[src/rtl/fetch_ctrl.sv]
// -----------------------------------------------------------------------------
// fetch_ctrl
//
// Sequencing controller for the fetch stage. Arbitrates between the boot
// hold-off after reset, EX-stage branch redirects, load-use stalls and debug
// halt/resume. It produces the PC-write/PC-select controls, the redirect
// target, the IF/ID load/flush and the ID/EX bubble. It also keeps saturating
// stall and redirect counters for performance monitoring.
//
// State (FSM, flush and boot counters, perf counters) is registered. The
// control outputs are combinational from the state and the current inputs,
// so they take effect on the next rising clock edge.
//
// Ports
//   clk              in   system clock, rising edge
//   reset            in   asynchronous reset, active low
//   branch_taken     in   EX-stage branch/jump resolved taken
//   branch_target    in   redirect address, qualified by branch_taken
//   load_use_hazard  in   one-cycle stall request from the hazard unit
//   halt_req         in   debug halt request (level)
//   resume           in   debug resume pulse
//   pc_write         out  PC counter update enable
//   pc_src           out  1 selects branch_pc as the next PC
//   branch_pc        out  redirect target (0 when no redirect is issued)
//   if_id_write      out  IF/ID register load enable
//   if_id_flush      out  IF/ID register clear (inserts a NOP)
//   id_ex_bubble     out  ID/EX control clear
//   halted           out  fetch is halted for debug
//   stall_count      out  saturating count of load-use stall cycles
//   redirect_count   out  saturating count of accepted redirects
// -----------------------------------------------------------------------------
module fetch_ctrl #(
  parameter int BOOT_CYCLES  = 4,
  parameter int FLUSH_CYCLES = 2,
  parameter int CNT_W        = 16
) (
  input  logic             clk,
  input  logic             reset,
  input  logic             branch_taken,
  input  logic [31:0]      branch_target,
  input  logic             load_use_hazard,
  input  logic             halt_req,
  input  logic             resume,
  output logic             pc_write,
  output logic             pc_src,
  output logic [31:0]      branch_pc,
  output logic             if_id_write,
  output logic             if_id_flush,
  output logic             id_ex_bubble,
  output logic             halted,
  output logic [CNT_W-1:0] stall_count,
  output logic [CNT_W-1:0] redirect_count
);

  // Boot counter counts 0..BOOT_CYCLES-1; flush counter holds 0..FLUSH_CYCLES-1.
  localparam int BOOT_W  = (BOOT_CYCLES  > 2) ? $clog2(BOOT_CYCLES)  : 1;
  localparam int FLUSH_W = (FLUSH_CYCLES > 2) ? $clog2(FLUSH_CYCLES) : 1;

  typedef enum logic [1:0] {
    ST_BOOT  = 2'd0,
    ST_RUN   = 2'd1,
    ST_FLUSH = 2'd2,
    ST_HALT  = 2'd3
  } state_t;

  // With no boot hold-off the controller leaves reset directly in RUN.
  localparam state_t RESET_STATE = (BOOT_CYCLES == 0) ? ST_RUN : ST_BOOT;

  state_t             r_state;
  logic [BOOT_W-1:0]  r_boot_cnt;
  logic [FLUSH_W-1:0] r_flush_left;
  logic [CNT_W-1:0]   r_stall_cnt;
  logic [CNT_W-1:0]   r_redirect_cnt;

  // ---------------------------------------------------------------------------
  // State and counters
  // ---------------------------------------------------------------------------
  // NOTE: sequential state uses non-blocking assignments so every register
  // samples pre-edge values regardless of statement order.
  always_ff @(posedge clk or negedge reset) begin
    if (!reset) begin
      r_state        <= RESET_STATE;
      r_boot_cnt     <= '0;
      r_flush_left   <= '0;
      r_stall_cnt    <= '0;
      r_redirect_cnt <= '0;
    end else begin
      unique case (r_state)
        ST_BOOT: begin
          if (r_boot_cnt == BOOT_W'(BOOT_CYCLES - 1)) r_state <= ST_RUN;
          else                                        r_boot_cnt <= r_boot_cnt + 1'b1;
        end

        ST_RUN: begin
          if (branch_taken) begin
            if (r_redirect_cnt != '1) r_redirect_cnt <= r_redirect_cnt + 1'b1;
            // The redirect cycle itself is the first flush cycle; FLUSH covers
            // the remainder.
            if (FLUSH_CYCLES > 1) begin
              r_state      <= ST_FLUSH;
              r_flush_left <= FLUSH_W'(FLUSH_CYCLES - 1);
            end
          end else if (load_use_hazard) begin
            if (r_stall_cnt != '1) r_stall_cnt <= r_stall_cnt + 1'b1;
          end else if (halt_req) begin
            r_state <= ST_HALT;
          end
        end

        ST_FLUSH: begin
          r_flush_left <= r_flush_left - 1'b1;
          if (r_flush_left == FLUSH_W'(1)) r_state <= ST_RUN;
        end

        ST_HALT: begin
          // A resume coinciding with a still-active halt request is ignored.
          if (resume && !halt_req) r_state <= ST_RUN;
        end

        default: r_state <= RESET_STATE;
      endcase
    end
  end

  // ---------------------------------------------------------------------------
  // Control outputs
  // ---------------------------------------------------------------------------
  // NOTE: every output gets a default before the case so no path leaves one
  // unassigned, which would otherwise infer a latch.
  always_comb begin
    pc_write     = 1'b0;
    pc_src       = 1'b0;
    branch_pc    = '0;
    if_id_write  = 1'b0;
    if_id_flush  = 1'b0;
    id_ex_bubble = 1'b0;
    halted       = 1'b0;

    // Gating on reset makes the outputs reset values independent of the
    // reset state chosen for BOOT_CYCLES == 0.
    if (!reset) begin
      if_id_flush = 1'b1;
    end else begin
      unique case (r_state)
        ST_BOOT: begin
          if_id_flush = 1'b1;
        end

        ST_RUN: begin
          if (branch_taken) begin
            pc_src      = 1'b1;
            branch_pc   = branch_target;
            pc_write    = 1'b1;
            if_id_write = 1'b1;
            if_id_flush = 1'b1;
          end else if (load_use_hazard) begin
            id_ex_bubble = 1'b1;
          end else begin
            // Normal fetch, also on the cycle a halt request is accepted.
            pc_write    = 1'b1;
            if_id_write = 1'b1;
          end
        end

        ST_FLUSH: begin
          pc_write    = 1'b1;
          if_id_write = 1'b1;
          if_id_flush = 1'b1;
        end

        ST_HALT: begin
          if_id_flush = 1'b1;
          halted      = 1'b1;
        end

        default: begin
          if_id_flush = 1'b1;
        end
      endcase
    end
  end

  assign stall_count    = r_stall_cnt;
  assign redirect_count = r_redirect_cnt;

endmodule

[config.mk]
export PLATFORM = sky130hd
export DESIGN_NAME = fetch_ctrl
export DESIGN_NICKNAME = d
export VERILOG_FILES = /design/src/rtl/fetch_ctrl.sv
export SDC_FILE = /design/constraint.sdc
export NUM_CORES = 1
export LEC_CHECK = 0
export ABC_AREA = 1
export CAP_MARGIN = 10
export CORE_MARGIN = 2
export CORE_UTILIZATION = 41
export DETAILED_ROUTE_END_ITERATION = 7
export PLACE_DENSITY = 0.77
export SETUP_SLACK_MARGIN = 0.5
export SYNTH_ARGS = -nofsm -noshare
export SYNTH_HDL_FRONTEND = slang
export SYNTH_SLANG_ARGS = --single-unit
export TNS_END_PERCENT = 20
[constraint.sdc]
create_clock -name clk -period 2.1 [get_ports clk]
set_input_delay 0.525 -clock clk [delete_from_list [all_inputs] [get_ports clk]]
set_output_delay 0.525 -clock clk [all_outputs]
set_load 0.05 [all_outputs]
# Yosys cells after proc, flatten, opt, wreduce, memory -nomap -nowiden
# Index checks and enable logic that the tools add are counted.
# word_totals
reg_bits	37
latch_bits	0
ramBits	0
romBits	0
input_bits	38
output_inout_bits	70
wordCells	60
memories	0
# op_classes
n_addsub	4
multipliers	0
n_div	0
order_cmp	0
eq_ne	12
shifts	0
mux	27
bitwise	2
n_reduce_logical	10
# op_table
op	n
32-bit two-way mux	3
16-bit by 1-bit adder with 16-bit output (second input constant)	2
16-bit inequality test (second input constant)	2
1-bit two-way mux	14
2-bit two-way mux	6
2-bit inequality test (second input constant)	4
2-bit case mux with 4 select lines	1
2-bit equality test (second input constant)	3
3-bit inequality test (second input constant)	2
1-bit case mux with 2 select lines	3
5-bit AND reduction	1
2-bit AND reduction	2
4-bit AND reduction	1
3-bit AND reduction	1
3-bit OR reduction	1
2-bit by 1-bit adder with 2-bit output (second input constant)	1
2-bit by 1-bit equality test with 1-bit output (second input constant)	1
2-bit zero test	1
1-bit inverter	2
2-bit nonzero test	1
1-bit logical AND	1
1-bit zero test	1
1-bit subtractor (second input constant)	1

# Logic depth before layout (Yosys ltp)
# logic_depth
word_depth	4
depth_mapped	9
depth_no_buf	9

# Least setup slack after synthesis
# No wires, ideal clock.
# synth_path
path_type	register to output
start	reg r_state[1]
end	out branch_pc[10]
t_arrival_ps	2557
t_required_ps	1575
setup_slack_ps	-982
stages_incl_launch_ff	8
path_buffers	1
path_cell_list	dfrtp_1 -> inv_1 -> ha_1 -> nand2_1 -> nor2_1 -> inv_1 -> clkbuf_1 -> nor2_1
# synth_between
elab_chain_len	3
# synth_rtl
element	line_no	source
from (decl)	69	state_t r_state;
from (signal assigned)	82	r_state <= RESET_STATE;
from (signal assigned)	90	if (r_boot_cnt == BOOT_W'(BOOT_CYCLES - 1)) r_state <= ST_RUN;
from (signal assigned)	100	r_state <= ST_FLUSH;
2-bit by 1-bit equality test with 1-bit output	144	unique case (r_state)
32-bit two-way mux	144	
32-bit two-way mux	141	if (!reset) begin
to (decl)	46	output logic [31:0] branch_pc,
# Every way passes these cells.

# Final worst setup path
# layout_path
start	reg r_state[1]
end	out branch_pc[30]
# The elaborated chain is that of the path after synthesis.

==> summary.md <==
| Metric | Value |
|---|---|
| Result of the run | finished, violations left |
| Failing checks | negative setup slack |
| Initial antenna violation count | 0 |
| Setup CP Type | flip-flop to output pin |
| CP arrival | 1640 ps |
| Final wirelength | 7990 um |
| Pwr Density | 788 mW/mm^2 |
| Ys Warns | 0 |
| Die area | 0.00715 mm^2 |
| Final instance area | 0.00471 mm^2 |
| Syn Inst Count | 414 |
| Mux cell area share after synthesis | 0.423% |
| Residual DRC | 0 |
| Max Fanout on Critical Path | 7 |
| Clock-pin slew on the worst setup and hold paths | 70 ps |
| Sum of negative setup slack | -1630 ps |
| PortBufs | 107 |
| PnR worst setup slack | -66.8 ps |
| Antenna diode count | 0 |
| Core Box Area | 0.00631 mm^2 |
| Yosys top cell area share | 34.8% |
| LEAKAGE | 2.21 nW |
| Final nets | 585 |
| Top_reg_cell synth | dfrtp_1 |
| Max_cap viols | 0 |
| Syn Nets | 460 |
| Main area contributors after synthesis | dfrtp_1 (35%), nand2_1 (20%), inv_1 (11%), nor2_1 (9.6%), nand3_1 (3.9%) |
| Die width | 84.6 um |
| Syn avg cell area | 6.43 um^2 |
| Tcrit/Tclk final | 103% |
| Yosys reg bits | 37 |
| # H-tree levels | 2 |
| DRT antenna net count | 0 |
| Initial Utilization | 42.2% |
| Min-delay worst type | input pin to async pin |
| Top-count cell post-synth | nand2_1 |
| Measured slew at the worst slew-check pin | 355 ps |
| Num ports | 108 |
| Chip height | 84.6 um |
| Synth Area in Simple Gates | 41.0% |
| Initial DRC count | 79 |
| Largest area contributor in the netlist | dfrtp_1 |
| Post-synth cell types | 23 |
| Layout Skew | 7.38 ps |
| CP endpoint kind | output pin |
| Worst slew margin | 76.3% |
| DR vias/cell | 4.82 |
| Largest family of logic cells by synthesized area | simple AND/OR/NAND/NOR gates |
| Clock sinks | 37 |
| Post-layout util | 74.7% |
| Pre-CTS WS | -252 ps |
| RSZ-0062 raised after global routing | true |
| Cts bufs inserted | 5 |
| Worst VDD drop | 687 uV |
| Routability cong. | 0.835 |
| Final-report hold violation count | 0 |
| Synth top cells by count | nand2_1 (142), inv_1 (75), nor2_1 (68), dfrtp_1 (37), nand3_1 (21) |
| Wire length per cell | 13.0 um |
| Synth Area in Adders | 3.76% |
| Worst-Skew Late Latency | 290 ps |
| Async S/R FF share, synth | 100% |
| Clock Tree Buf Depth | 2 |
| Vias | 2,971 |
| DP Area | 0.00444 mm^2 |
| Type of origin of the critical path | flip-flop |
| Compound-cell area share of the yosys netlist | 2.63% |
| Worst EP required | 1570 ps |
| Min Tclk post-route | 2170 ps |
| FMAX | 462 MHz |
| XOR/XNOR Fraction of Synth Area | 4.61% |
| Seq/Total Area, Yosys | 34.8% |
| Global-route wire length before repair | 13,000 um |
| Fin. max-slew vios | 0 |
| Total gr overflow | 0 |
| Post-synth EDFFs | 0 |
| Root Driver | clkbuf_8 |
| CTS tree | yes |
| Total power | 3.72 mW |
| Row cnt | 29 |
| Vias in the first global route | 2,841 |
| Drt first pass iters | 4 |
| Area growth syn-to-layout | 77.1% |
| Hold Buf Count CTS | 0 |
| DP HPWL | 6110 um |
| Share of cells above drive strength 1 | 30.4% |
| Total Routing Usage GR | 21.9% |
| Mapped Area | 0.00266 mm^2 |
| Largest net degree at the start of global routing | 24 |
| Worst r2r path cells | 6 |
| Setup violators final | 34 |
## report_power, final
part | internal (mW) | switching (mW) | total [mW]
Sequential | 0.843 | 0.199 | 1.04
Clock | 0.261 | 0.250 | 0.511
Combinational | 0.914 | 1.25 | 2.16
## worst max-delay path, stage by stage (launching register included)
cell and delay [ps]:
dfrtp_1 410, inv_2 90, ha_4 140, nand2_4 50, nor2_4 130, inv_4 90, clkbuf_16 190, nor2_4 110
buf_12 140
## flip-flops by register name, summed over array words and instances, names as in the netlist
signal	flops
stall_count	16
r_boot_cnt	2
redirect_count	16
r_flush_left	1
r_state	2
## cells in the final DEF, fill, tap and decap left out, types with 2 or more instances in the layout
| cell | instances |
|---|---|
| xor2_1 | 2 |
| nand3_2 | 4 |
| clkbuf_8 | 6 |
| nor2_1 | 31 |
| xnor2_1 | 12 |
| dfrtp_1 | 30 |
| inv_1 | 72 |
| nor2_4 | 38 |
| inv_2 | 2 |
| buf_4 | 43 |
| ha_1 | 4 |
| inv_4 | 2 |
| nor2_2 | 2 |
| nand3_1 | 19 |
| buf_2 | 4 |
| nand2_2 | 3 |
| dfrtp_2 | 7 |
| nand2_4 | 3 |
| buf_12 | 39 |
| clkdlybuf4s50_1 | 35 |
| nand2_1 | 139 |
| nand4_1 | 16 |
| o21ai_0 | 12 |
| ha_4 | 4 |
## cell type report
class                           count  area (um^2)
Tap cell                           77         96.3
Timing Repair Buffer              125         1550
Sequential cell                    37          935
Fill cell                         442         1600
Clock buffer                        7         86.3
Inverter                           76          290
Multi-Input combinational cell    294         1760
## worst paths after layout
path	startpoint	slack, ps	endpoint
min in group clk	r_boot_cnt[0]	490	r_boot_cnt[0]
hold reg to reg	r_boot_cnt[0]	490	r_boot_cnt[0]
max in group asynchronous	reset	1420	redirect_count[0]
setup reg to reg	r_state[1]	570	r_boot_cnt[1]
hold / removal	reset	170	stall_count[12]
setup / recovery	r_state[1]	-70	branch_pc[30]
## layer usage
layer	track usage (%)	part of all wire (%)	vias to the layer above
li1	-	-	1490
met1	28.7	44	1371
met2	37.7	49	100
met3	3.34	5.5	10
met4	5.63	1.2	0
met5	0	0	-
## what timing repair did
action / in CTS / in global routing
pin swaps: 2 / 4
setup endpoints to repair: 63 / 68
gates resized for setup: 30 / 17
gates cloned: 1 / 1
buffers inserted: 4 / 0
## cell families (layout without fill, tap and decap cells)
group	after synthesis	count (layout)
fa+ha+maj	8	8
xor+xnor	14	14
flops	37	37
buf+inv	83	208
compound gates	14	14
simple gates	257	257
mux	1	1
## per-stage QoR
step | cells | hold WS (ps)
floorplan | 414 | 229
global placement | 603 | 459
detailed placement | 603 | 470
CTS | 615 | 160
global route | 616 | 166
finish | 616 | 167
No activity file was read; power rests on OpenSTA's default activity.
